[src/rtl/pipeline_pkg.sv]
// Shared pipeline widths and the default bubble instruction.
package pipeline_pkg;
  localparam int unsigned INSTR_W = 20;
  localparam int unsigned ADDR_W  = 20;
  localparam logic [INSTR_W-1:0] BUBBLE_INSTR_DEFAULT = 20'h00000;

  typedef logic [INSTR_W-1:0] instr_t;
  typedef logic [ADDR_W-1:0]  addr_t;
endpackage

[src/rtl/instruction_fifo.sv]
// Power-of-two instruction storage with head/tail pointers and occupancy count.
module instruction_fifo
  import pipeline_pkg::*;
#(
  parameter int unsigned DEPTH = 4
) (
  input  logic                   clk,
  input  logic                   rstN,
  input  logic                   flush,
  input  logic                   push,
  input  instr_t                 pushData,
  input  logic                   pop,
  output instr_t                 headData,
  output logic [$clog2(DEPTH):0] count
);
  localparam int unsigned PW = $clog2(DEPTH);

  instr_t        mem [DEPTH];
  logic [PW-1:0] head;
  logic [PW-1:0] tail;

  always_ff @(posedge clk or negedge rstN) begin
    if (!rstN) begin
      head  <= '0;
      tail  <= '0;
      count <= '0;
    end else if (flush) begin
      head  <= '0;
      tail  <= '0;
      count <= '0;
    end else begin
      if (push) tail <= tail + 1'b1;
      if (pop)  head <= head + 1'b1;
      case ({push, pop})
        2'b10:   count <= count + 1'b1;
        2'b01:   count <= count - 1'b1;
        default: count <= count;
      endcase
    end
  end

  always_ff @(posedge clk) begin
    if (push && !flush) mem[tail] <= pushData;
  end

  assign headData = mem[head];
endmodule

[src/rtl/instruction_prefetch_queue.sv]
// Instruction prefetch queue: fetch PC, single-cycle memory handshake, redirect flush.
// Optional PREFETCH_BYPASS_EN forwards a response straight to DataIn when the queue is empty.
module instruction_prefetch_queue
  import pipeline_pkg::*;
#(
  parameter int unsigned DEPTH        = 4,
  parameter instr_t      BUBBLE_INSTR = BUBBLE_INSTR_DEFAULT
) (
  input  logic   Clock,
  input  logic   Reset,
  input  logic   JumpEnable,
  input  addr_t  JumpAddress,
  input  logic   Stall,
  output addr_t  IMem_Address,
  output logic   IMem_ReadEnable,
  input  instr_t IMem_DataIn,
  output instr_t DataIn,
  output logic   Instruction_Valid
);
  localparam int unsigned CW = $clog2(DEPTH) + 1;
  localparam logic [CW:0] DEPTH_V = (CW+1)'(DEPTH);

  addr_t         pc;
  logic          inflight;
  logic [CW-1:0] count;
  instr_t        headData;
  logic [CW:0]   occupancy;
  logic          discard;
  logic          respLive;
  logic          bypassHit;
  logic          push;
  logic          pop;
  logic          notEmpty;

  always_ff @(posedge Clock or negedge Reset) begin
    if (!Reset) begin
      pc       <= '0;
      inflight <= 1'b0;
    end else begin
      if (JumpEnable)           pc <= JumpAddress;
      else if (IMem_ReadEnable) pc <= pc + 1'b1;
      inflight <= IMem_ReadEnable;
    end
  end

  // A response landing on the jump edge belongs to the old stream and is dropped.
  always_comb begin
    occupancy       = {1'b0, count} + {{CW{1'b0}}, inflight};
    IMem_ReadEnable = Reset && !JumpEnable && (occupancy < DEPTH_V);
    IMem_Address    = pc;
    notEmpty        = (count != '0);
    discard         = inflight && JumpEnable;
    respLive        = inflight && !discard;
    pop             = notEmpty && !Stall && !JumpEnable;
`ifdef PREFETCH_BYPASS_EN
    bypassHit         = respLive && !notEmpty;
    push              = respLive && !(bypassHit && !Stall);
    Instruction_Valid = notEmpty || bypassHit;
    DataIn            = notEmpty ? headData : (bypassHit ? IMem_DataIn : BUBBLE_INSTR);
`else
    bypassHit         = 1'b0;
    push              = respLive;
    Instruction_Valid = notEmpty;
    DataIn            = notEmpty ? headData : BUBBLE_INSTR;
`endif
  end

  instruction_fifo #(
    .DEPTH(DEPTH)
  ) uFifo (
    .clk      (Clock),
    .rstN     (Reset),
    .flush    (JumpEnable),
    .push     (push),
    .pushData (IMem_DataIn),
    .pop      (pop && !bypassHit),
    .headData (headData),
    .count    (count)
  );
endmodule

[config.mk]
export PLATFORM = sky130hd
export DESIGN_NAME = instruction_prefetch_queue
export DESIGN_NICKNAME = d
export VERILOG_FILES = /design/src/rtl/pipeline_pkg.sv /design/src/rtl/instruction_fifo.sv /design/src/rtl/instruction_prefetch_queue.sv
export SDC_FILE = /design/constraint.sdc
export NUM_CORES = 1
export LEC_CHECK = 0
export CAP_MARGIN = 15
export CORE_MARGIN = 8
export CORE_UTILIZATION = 56
export DETAILED_ROUTE_END_ITERATION = 16
export PLACE_DENSITY = 0.95
export REMOVE_ABC_BUFFERS = 1
export SYNTH_ARGS = -nofsm -noshare
export SYNTH_HDL_FRONTEND = slang
export SYNTH_SLANG_ARGS = --single-unit
[constraint.sdc]
create_clock -name Clock -period 5.4 [get_ports Clock]
set_clock_uncertainty 0.2 [all_clocks]
set_input_delay 1.08 -clock Clock [delete_from_list [all_inputs] [get_ports Clock]]
set_output_delay 1.08 -clock Clock [all_outputs]
set_load 0.02 [all_outputs]
==> results of run 1 <==
-- stage by stage --
step | total power, uW | hold WS, ns | instance area (um2)
final | 1980 | 0.364 | 5850
after global placement | 1540 | 0.332 | 5670
after global routing | 2070 | 0.382 | 5850
after detailed placement | 1550 | 0.351 | 5670
after floorplan | 1280 | 0.338 | 4660
after CTS | 2000 | 0.365 | 5850
-- logic make-up after synthesis --
group / after synthesis / share of synthesized area
compound gates: 46 / 0.0738
xor+xnor: 2 / 0.00370
fa+ha+maj: 6 / 0.0175
buf+inv: 26 / 0.0230
flops: 108 / 0.656
mux: 25 / 0.106
simple gates: 99 / 0.120
-- final cells by class --
type	instances	area [um2]
Clock buffer	10	128
Fill cell	547	2370
Clock inverter	6	53.8
Sequential cell	108	3100
Inverter	10	37.5
Timing Repair Buffer	88	873
Multi-Input combinational cell	178	1520
Tap cell	105	131
-- metal layers --
layer	global-route usage	up-vias	wire [um]
li1	-	1392	-
met1	0.197	1476	3800
met2	0.316	79	5540
met3	0.0281	10	410
met4	0.0733	0	160
met5	0	-	0
-- Yosys cell counts (2+ instances only) --
library cell	number	area, um2
edfxtp_1	80	2400
dfrtp_1	28	701
nor2b_1	23	144
mux4_2	20	450
nand2_1	17	63.8
nand3_1	14	70.1
inv_1	9	33.8
clkbuf_1	8	30.0
nor2_1	8	30.0
a21oi_1	6	30.0
and2_1	6	37.5
buf_2	6	30.0
nand4_1	6	37.5
o311ai_0	6	52.6
and3_1	5	31.3
ha_1	5	62.6
o21ai_0	5	25.0
a21o_1	4	30.0
a221o_1	4	40.0
a31oi_1	4	25.0
mux2i_1	4	40.0
or4_1	4	30.0
a311o_1	3	30.0
nor3_1	3	15.0
o311ai_1	3	26.3
or3_1	3	18.8
a22oi_1	2	15.0
nand3_2	2	20.0
nor3b_1	2	15.0
o211ai_1	2	15.0
xnor2_1	2	17.5
-- sequential cells by signal, summed over array words and instances, names as in the netlist --
register	cells
uFifo.mem	80
uFifo.head	2
uFifo.count	3
inflight	1
IMem_Address	20
uFifo.tail	2
-- power breakdown --
part,switching (uW),internal (uW)
Sequential,48.9,931
Clock,280,177
Combinational,278,269
Total,606,1380
-- worst max-delay path by stage --
stage | start | slack [ns] | endpoint
after floorplan | uFifo.count[0]$_DFFE_PN0P_ | 2.30 | uFifo.count[2]$_DFFE_PN0P_
after global placement | JumpEnable | 1.04 | IMem_ReadEnable
after detailed placement | JumpEnable | 0.95 | IMem_ReadEnable
after CTS | JumpEnable | 0.95 | IMem_ReadEnable
after global routing | JumpEnable | 0.79 | IMem_ReadEnable
final | JumpEnable | 0.93 | IMem_ReadEnable
==> metrics.md, run 1 <==
| Metric | Value |
|---|---|
| Status | complete, no violations |
| Slowest CP cell | clkdlybuf4s50_1 |
| Placer Congestion | 0.841 |
| Largest net degree at the start of global routing | 41 |
| RSZ-0062 raised after global routing | false |
| Wirelength per Cell | between 15 and 20 um |
| First-pass GRT wire length | 15.6 mm |
| Post-layout min period | 4.47 ns |
| DP HPWL | just under 7 mm |
| Crit path required time | 4.12 ns |
| Crit path buf inv count | 3 |
| Leakage power total | ~0.002 uW |
| Antenna diodes | 0 |
| Area growth syn-to-layout | 23.7% |
| Drt first-iter violations | 177 |
| Worst slack at placement | 0.948 ns |
| Detailed Route WL | 9.92 mm |
| Remaining antenna violation count | 0 |
| Final WS setup | 0.930 ns |
| Worst-case reg-to-reg path depth | 7 |
| DRC Markers | 0 |
| Starting utilization of the core area | 0.576 |
| Synth async-reset ratio | 0.259 |
| Router iterations before antenna repair | 5 |
| Max cap viols | 0 |
| CP cell instances | clkdlybuf4s50_1 > nor2_1 > nand3_1 > inv_2 > clkdlybuf4s50_1 |
| Share of cells above drive strength 1 | 0.113 |
| CP arrival | 3.19 ns |
| Initial antenna violation count | 0 |
| PortBufs | between 80 and 90 |
| I/O pins | 86 |
| Most frequent cells in the layout | clkdlybuf4s50_1, edfxtp_1, dfrtp_1 |
| Die height | 108 um |
| Synth cell types | a little under 50 |
| Hold crit path type | register to register |
| Post-CTS Resized | 0 |
| Mapped Area | 0.00473 mm2 |
| Path length in cells of the critical path | 5 |
| F_max | approximately 0.22 GHz |
| EDFF count, synth | 80 |
| Post-Layout Cell Count | 505 |
| Die X | about 110 um |
| Cell class contributing the biggest share of worst-path delay | buffers and inverters |
| Via-per-instance ratio | 5.86 |
| Final Max Tran Viols | 0 |
| Synth Area per Inst | 15.2 um2 |
| Routed vias | 2957 |
| TritonCTS clock tree | done |
| Worst setup EP type | primary output |
| Setup_tns | 0 ns |
| Clk_lat worst skew | 0.37 ns |
| Tcrit/Tclk final | 0.828 |
| Cells after DPL | 489 |
| Worst flop-to-flop path endpoint | uFifo.count[2]$_DFFE_PN0P_ |
| Htree depth | 3 |
| Startpoint type of the worst setup path | input pin |
| Maximum vdd drop | 0.000189 V |
| Most common cell after layout, fill and taps aside | clkdlybuf4s50_1 |
| Hold_buf cts | 0 |
| P per Cell Area | 339 mW/mm2 |
| Clk sinks | 108 |
| Crit Path Class | input pin to primary output |
| Layout Utilization | 0.712 |
| Layout Nets | ~450 |
| Rel. slew slack | 0.284 |
| GRT Total Usage | 0.173 |
| Clock root buffer | clkbuf_8 |
| Primary FF master, synth | edfxtp_1 |
| Most frequent cell on the critical path | clkdlybuf4s50_1 |
| CORE AREA | between 0.008 and 0.009 mm2 |
| Fin. Hold Viols | 0 |
| Seq/Total Area, Yosys | 0.656 |
| Ys Warns | 0 |
| Worst r2r src | uFifo.count[0]$_DFFE_PN0P_ |
| Remaining Overflow, GRT | 0 |
| Die ar. | about 0.012 mm2 |
| Postcts setup bufs | 0 |
| Crit Path Max Fanout | 19 |
| CTS buffer count | 9 |
| Worst path max stage delay | 0.69 ns |
| Worst slew pin tran | 1.07 ns |
| Final setup viols | 0 |
| Vias in the first global route | ~3.1k |
| Clock Path Buffers | 2 |
| Row count | 33 |
| Hold Crit Depth | 1 |
| Min-Delay Endpoint | IMem_Address[12]$_DFFE_PN0P_ |
| HP Start | IMem_Address[12]$_DFFE_PN0P_ |
| R2r setup slk | 2.08 ns |
| #FFs+latches synth | 108 |
| Post-Synthesis Cells | 312 |
| Reg clk slew, reported paths | 0.10 ns |
Power figures use the tool's default switching activity.
==> inputs of run 2 (changes only) <==
--- a/config.mk
+++ b/config.mk
@@ -7,9 +7,9 @@
 export LEC_CHECK = 0
 export CAP_MARGIN = 15
 export CORE_MARGIN = 8
-export CORE_UTILIZATION = 56
+export CORE_UTILIZATION = 47
 export DETAILED_ROUTE_END_ITERATION = 16
-export PLACE_DENSITY = 0.95
+export PLACE_DENSITY = 0.87
 export REMOVE_ABC_BUFFERS = 1
 export SYNTH_ARGS = -nofsm -noshare
 export SYNTH_HDL_FRONTEND = slang
==> constraint.sdc (replaced) <==
create_clock -name Clock -period 3.7 [get_ports Clock]
set_clock_uncertainty 0.2 [all_clocks]
set_input_delay 0.74 -clock Clock [delete_from_list [all_inputs] [get_ports Clock]]
set_output_delay 0.74 -clock Clock [all_outputs]
set_load 0.02 [all_outputs]
==> metrics.md, run 2 (synthesized netlist as in run 1, its figures left out) <==
| Metric | Value |
|---|---|
| Initial antenna violation count | 0 (unchanged) |
| Via-per-instance ratio | 5.62 (was 5.86) |
| Crit. Startpoint | uFifo.head[0]$_DFFE_PN0P_ (was JumpEnable) |
| Crit path buf inv count | 2 (was 3) |
| Status | complete, no violations (unchanged) |
| R2r setup slk | 0.82 ns (was 2.08 ns) |
| DP HPWL | 7.07 mm (was 6.75 mm) |
| TritonCTS clock tree | done (unchanged) |
| Starting utilization of the core area | 0.484 (was 0.576) |
| Drt first-iter violations | 281 (was 177) |
| Post-layout min period | 3.22 ns |
| Antenna diodes | 0 (unchanged) |
| Clock root buffer | clkbuf_8 (unchanged) |
| GRT Total Usage | 0.153 (was 0.173) |
| Max cap viols | 0 (unchanged) |
| Placed cell area | 0.00578 mm2 (was 0.00567 mm2) |
| Post-Layout Cell Count | 541 (was 505) |
| Htree depth | 3 (unchanged) |
| CTS buffer count | 9 (unchanged) |
| Largest Register | uFifo.mem (unchanged) |
| FILL cells | 718 (was 547) |
| Rel. slew slack | 0.650 (was 0.284) |
| Tcrit/Tclk final | 0.870 |
| Share of cells above drive strength 1 | 0.130 (was 0.113) |
| Postcts setup bufs | 0 (unchanged) |
| Final setup viols | 0 (unchanged) |
| Hold_buf cts | 0 (unchanged) |
| Crit Path Class | register to primary output (was input pin to primary output) |
| Hold crit path type | register to register (unchanged) |
| Crit Path Max Fanout | 20 (was 19) |
| Most frequent cells in the layout | clkdlybuf4s50_1, edfxtp_1, dfrtp_1 (unchanged) |
| Leakage power total | 0.00206 uW (was 0.00200 uW) |
| Most common cell after layout, fill and taps aside | clkdlybuf4s50_1 (unchanged) |
| Die ar. | 0.0135 mm2 (was 0.0116 mm2) |
| Max reg flops | 80 (unchanged) |
| Router iterations before antenna repair | 4 (was 5) |
| Die X | 116 um (was 108 um) |
| Crit path required time | 2.76 ns (was 4.12 ns) |
| Largest net degree at the start of global routing | 40 (was 41) |
| Vias in the first global route | 3079 (was 3135) |
| Sw Share | 0.306 (about the same) |
| PortBufs | 85 (unchanged) |
| Remaining Overflow, GRT | 0 (unchanged) |
| Maximum vdd drop | 0.000217 V (was 0.000189 V) |
| Wirelength per Cell | 18.8 um (was 19.6 um) |
| Worst-case reg-to-reg path depth | 8 (was 7) |
| Crit path to | DataIn[15] (was IMem_ReadEnable) |
| Clk_lat worst skew | 0.37 ns (about the same) |
| Final WS setup | 0.483 ns (was 0.930 ns) |
| Routed vias | 3042 (was 2957) |
| Fin. Hold Viols | 0 (unchanged) |
| Worst flop-to-flop path endpoint | uFifo.count[2]$_DFFE_PN0P_ (unchanged) |
| Worst slew pin tran | 0.523 ns (was 1.07 ns) |
| Worst r2r src | uFifo.count[0]$_DFFE_PN0P_ (unchanged) |
| First-pass GRT wire length | 15.8 mm (was 15.6 mm) |
| Cell class contributing the biggest share of worst-path delay | buffers and inverters (unchanged) |
| Placer Congestion | 0.892 (was 0.841) |
| RSZ-0062 raised after global routing | false (unchanged) |
| Post-Layout Inst Area | 0.00597 mm2 (was 0.00585 mm2) |
| Clock share of power | 0.232 (was 0.230) |
| Pint | 2030 uW (was 1380 uW) |
| Worst slack at placement | 0.542 ns (was 0.948 ns) |
| P per Cell Area | 491 mW/mm2 (was 339 mW/mm2) |
| CP cell instances | buf_12 > mux4_2 > nor2b_1 > clkdlybuf4s50_1 (was clkdlybuf4s50_1 > nor2_1 > nand3_1 > inv_2 > clkdlybuf4s50_1) |
| Worst path max stage delay | 0.56 ns (was 0.69 ns) |
| F_max | 0.311 GHz |
| Final Max Tran Viols | 0 (unchanged) |
| Area growth syn-to-layout | 26.2% (was 23.7%) |
| Sequential share of power | 0.488 (was 0.494) |
| DRC Markers | 0 (unchanged) |
| Path length in cells of the critical path | 4 (was 5) |
| Reg clk slew, reported paths | 0.10 ns (about the same) |
| NetSw | 897 uW (was 606 uW) |
| Combinational power share | 0.280 (was 0.276) |
| CORE AREA | 0.00977 mm2 (was 0.00822 mm2) |
| Startpoint type of the worst setup path | register (was input pin) |
| Die height | 116 um (was 108 um) |
| I/O pins | 86 (unchanged) |
| CP arrival | 2.28 ns (was 3.19 ns) |
| Detailed Route WL | 10.2 mm (was 9.92 mm) |
| Remaining antenna violation count | 0 (unchanged) |
| Cells after DPL | 525 (was 489) |
| Worst setup EP type | primary output (unchanged) |
| Setup_tns | 0 ns (unchanged) |
| Slowest CP cell | clkdlybuf4s50_1 (unchanged) |
| Row count | 36 (was 33) |
| Layout Nets | 453 (was 445) |
| Clk sinks | 108 (unchanged) |
| WHS | 0.351 ns (was 0.364 ns) |
| Post-CTS Resized | 0 (unchanged) |
| Clock Path Buffers | 2 (unchanged) |
[run 2: stage by stage]
| stage | total power, uW | util |
|---|---|---|
| 2_1_floorplan | 1880 | - |
| 4_1_cts | 2960 | 0.610 |
| 6_report | 2930 | 0.610 |
| 3_5_place_dp | 2290 | 0.591 |
| 5_1_grt | 3060 | 0.610 |
| 3_3_place_gp | 2270 | 0.591 |
[run 2: layout make-up]
type / instances / area (um2) / area share
Tap cell: 133 / 166 / 0.0279
Multi-Input combinational cell: 178 / 1520 / 0.255
Sequential cell: 108 / 3100 / 0.520
Clock inverter: 7 / 66.3 / 0.0111
Timing Repair Buffer: 96 / 946 / 0.159
Inverter: 10 / 37.5 / 0.00629
Clock buffer: 9 / 124 / 0.0208
[run 2: how the worst min path moves through the flow]
| stage | cells after the start | start | endpoint |
|---|---|---|---|
| 6_report | 1 | IMem_Address[13]$_DFFE_PN0P_ | IMem_Address[13]$_DFFE_PN0P_ |
| 5_1_grt | 1 | IMem_Address[13]$_DFFE_PN0P_ | IMem_Address[13]$_DFFE_PN0P_ |
| 4_1_cts | 1 | IMem_Address[13]$_DFFE_PN0P_ | IMem_Address[13]$_DFFE_PN0P_ |
| 3_5_place_dp | 1 | IMem_Address[13]$_DFFE_PN0P_ | IMem_Address[13]$_DFFE_PN0P_ |
| 3_3_place_gp | 1 | IMem_Address[13]$_DFFE_PN0P_ | IMem_Address[13]$_DFFE_PN0P_ |
| 2_1_floorplan | 0 | Reset | IMem_Address[0]$_DFFE_PN0P_ |
[run 2: routing by layer]
layer  part of all wire  GRT usage  vias up
met4              0.021     0.0631        0
li1                   -          -     1413
met2               0.53      0.267       86
met5                  0          0        -
met1               0.39      0.180     1527
met3              0.054     0.0346       16
[run 2: worst reg2reg max path, delay by kind of cell, from the launching register on]
kind,cells,cell delay (ns)
simple gates,4,1.08
fa+ha+maj,1,0.39
buf+inv,1,0.31
compound gates,2,0.35
flops,1,0.48
[run 2: power groups by stage]
| stage | logic [uW] | clock network (uW) | registers (uW) |
|---|---|---|---|
| 2_1_floorplan | 384 | 0 | 1490 |
| 6_report | 820 | 679 | 1430 |
| 4_1_cts | 837 | 695 | 1430 |
| 3_3_place_gp | 818 | 0 | 1450 |
| 3_5_place_dp | 835 | 0 | 1450 |
| 5_1_grt | 879 | 744 | 1440 |
==> inputs of run 3 (changes only) <==
--- a/config.mk
+++ b/config.mk
@@ -6,10 +6,12 @@
 export NUM_CORES = 1
 export LEC_CHECK = 0
 export CAP_MARGIN = 15
+export CELL_PAD_IN_SITES_DETAIL_PLACEMENT = 0
+export CELL_PAD_IN_SITES_GLOBAL_PLACEMENT = 2
 export CORE_MARGIN = 8
-export CORE_UTILIZATION = 47
+export CORE_UTILIZATION = 33
 export DETAILED_ROUTE_END_ITERATION = 16
-export PLACE_DENSITY = 0.87
+export PLACE_DENSITY = 0.86
 export REMOVE_ABC_BUFFERS = 1
 export SYNTH_ARGS = -nofsm -noshare
 export SYNTH_HDL_FRONTEND = slang
==> metrics.md, run 3 (synthesized netlist as in run 1, its figures left out) <==
| Metric | Value |
|---|---|
| Status | complete, no violations (unchanged) |
| Startpoint type of the worst setup path | register (unchanged) |
| Routed vias | 2958 (was 3042) |
| Hold crit path type | register to register (unchanged) |
| Antenna diodes | 0 (unchanged) |
| Area growth syn-to-layout | 29.1% (was 26.2%) |
| Drt first-iter violations | 241 (was 281) |
| Tcrit/Tclk final | 0.876 (was 0.870) |
| Most frequent cells in the layout | clkdlybuf4s50_1, edfxtp_1, dfrtp_1 (unchanged) |
| Rel. slew slack | 0.675 (was 0.650) |
| Worst setup EP type | primary output (unchanged) |
| PortBufs | 85 (unchanged) |
| WHS | 0.351 ns (about the same) |
| Clock share of power | 0.276 (was 0.232) |
| Htree depth | 3 (unchanged) |
| Leakage power total | 0.00208 uW (was 0.00206 uW) |
| Layout Nets | 453 (unchanged) |
| Share of cells above drive strength 1 | 0.125 (was 0.130) |
| Sw Share | 0.285 (was 0.306) |
| Layout Utilization | 0.438 (was 0.610) |
| Hold_buf cts | 0 (unchanged) |
| CP cell instances | buf_12 > mux4_2 > nor2b_1 > clkdlybuf4s50_1 (unchanged) |
| CORE AREA | 0.0139 mm2 (was 0.00977 mm2) |
| Starting utilization of the core area | 0.339 (was 0.484) |
| Post-CTS Resized | 0 (unchanged) |
| Die X | 136 um (was 116 um) |
| Post-layout min period | 3.24 ns (was 3.22 ns) |
| WL met2 | 5.62 mm (was 5.38 mm) |
| Wirelength per Cell | 18.0 um (was 18.8 um) |
| Combinational power share | 0.265 (was 0.280) |
| Largest net degree at the start of global routing | 40 (unchanged) |
| Clk sinks | 108 (unchanged) |
| Max cap viols | 0 (unchanged) |
| Most common cell after layout, fill and taps aside | clkdlybuf4s50_1 (unchanged) |
| NetSw | 889 uW (was 897 uW) |
| RSZ-0062 raised after global routing | false (unchanged) |
| I/O pins | 86 (unchanged) |
| GRT Total Usage | 0.117 (was 0.153) |
| CTS buffer count | 9 (unchanged) |
| Fin. Hold Viols | 0 (unchanged) |
| Postcts setup bufs | 0 (unchanged) |
| Remaining antenna violation count | 0 (unchanged) |
| Final WS setup | 0.458 ns (was 0.483 ns) |
| Clk_lat worst skew | 0.33 ns (was 0.37 ns) |
| Die ar. | 0.0184 mm2 (was 0.0135 mm2) |
| Crit Path Class | register to primary output (unchanged) |
| Final Max Tran Viols | 0 (unchanged) |
| Clock root buffer | clkbuf_16 (was clkbuf_8) |
| Reg clk slew, reported paths | 0.07 ns (was 0.10 ns) |
| Sequential share of power | 0.460 (was 0.488) |
| Row count | 43 (was 36) |
| Die height | 136 um (was 116 um) |
| Placer Congestion | 0.769 (was 0.892) |
| Initial antenna violation count | 0 (unchanged) |
| Setup_tns | 0 ns (unchanged) |
| Vias in the first global route | 3145 (was 3079) |
| Metal3 WL | 332 um (was 553 um) |
| Maximum vdd drop | 0.000300 V (was 0.000217 V) |
| Clock Path Buffers | 2 (unchanged) |
| Via-per-instance ratio | 5.03 (was 5.62) |
| Largest Register | uFifo.mem (unchanged) |
| F_max | 0.308 GHz (was 0.311 GHz) |
| DP HPWL | 7.29 mm (was 7.07 mm) |
| Top Layer Used | met4 (unchanged) |
| Worst slew pin tran | 0.486 ns (was 0.523 ns) |
| Crit path required time | 2.76 ns (about the same) |
| DRC Markers | 0 (unchanged) |
| Final setup viols | 0 (unchanged) |
| Crit Path Max Fanout | 18 (was 20) |
| P per Cell Area | 511 mW/mm2 (was 491 mW/mm2) |
| First-pass GRT wire length | 16.9 mm (was 15.8 mm) |
| Max reg flops | 80 (unchanged) |
| Met1 WL | 4.48 mm (was 4.01 mm) |
| Router iterations before antenna repair | 4 (unchanged) |
| CP arrival | 2.30 ns (was 2.28 ns) |
| Pint | 2230 uW (was 2030 uW) |
| Worst path max stage delay | 0.56 ns (about the same) |
| Slowest CP cell | clkdlybuf4s50_1 (unchanged) |
| Detailed Route WL | 10.6 mm (was 10.2 mm) |
| Worst slack at placement | 0.548 ns (was 0.542 ns) |
| TritonCTS clock tree | done (unchanged) |
| Remaining Overflow, GRT | 0 (unchanged) |
[run 3: cell types whose count changed in the layout (fill, tap and decap cells not counted), sizes merged]
cell	change
clkinvlp	+2
clkinv	-1
inv	-3
clkbuf	+2
[run 3: routing by layer]
layer | vias to the layer above | track usage
li1 | 1404 | -
met1 | 1507 | 0.139
met2 | 38 | 0.207
met3 | 9 | 0.0252
met4 | 0 | 0.0389
met5 | - | 0
[run 3: final timing paths]
path	from	to	slack (ns)	depth (start not counted)
max	uFifo.head[0]$_DFFE_PN0P_	DataIn[15]	0.46	4
min	IMem_Address[13]$_DFFE_PN0P_	IMem_Address[13]$_DFFE_PN0P_	0.35	1
max reg2reg	uFifo.count[0]$_DFFE_PN0P_	uFifo.count[2]$_DFFE_PN0P_	0.86	8
min reg2reg	IMem_Address[13]$_DFFE_PN0P_	IMem_Address[13]$_DFFE_PN0P_	0.35	1
max in group asynchronous	Reset	uFifo.head[0]$_DFFE_PN0P_	2.39	2
min in group asynchronous	Reset	IMem_Address[1]$_DFFE_PN0P_	0.62	2
[run 3: area by class of cell]
type | instances | area [um2]
timing repair buffer | 96 | 946
tap | 180 | 225
multi-input combinational | 178 | 1520
clock buffer | 11 | 233
inverter | 10 | 37.5
clock inverter | 5 | 36.3
fill | 1230 | 7830
sequential | 108 | 3100
[run 3: stage by stage]
step           instances  power [uW]  instance area, um2
6_report             588        3120                6100
5_1_grt              588        3260                6100
3_3_place_gp         572        2290                5840
4_1_cts              588        3160                6100
3_5_place_dp         572        2300                5840
2_1_floorplan        296        1880                4660
[run 3: power groups by stage]
stage / logic (uW) / clock network (uW) / registers (uW)
CTS: 847 / 884 / 1430
global placement: 833 / 0 / 1460
detailed placement: 845 / 0 / 1460
global route: 891 / 929 / 1440
finish: 825 / 859 / 1430
floorplan: 384 / 0 / 1490
[run 3: worst max-delay path, delay by kind of cell (launching register included)]
family	cells	cell delay [ns]
multiplexers	1	0.51
AND/OR/NAND/NOR	1	0.16
flip-flops	1	0.50
buffers and inverters	2	0.80
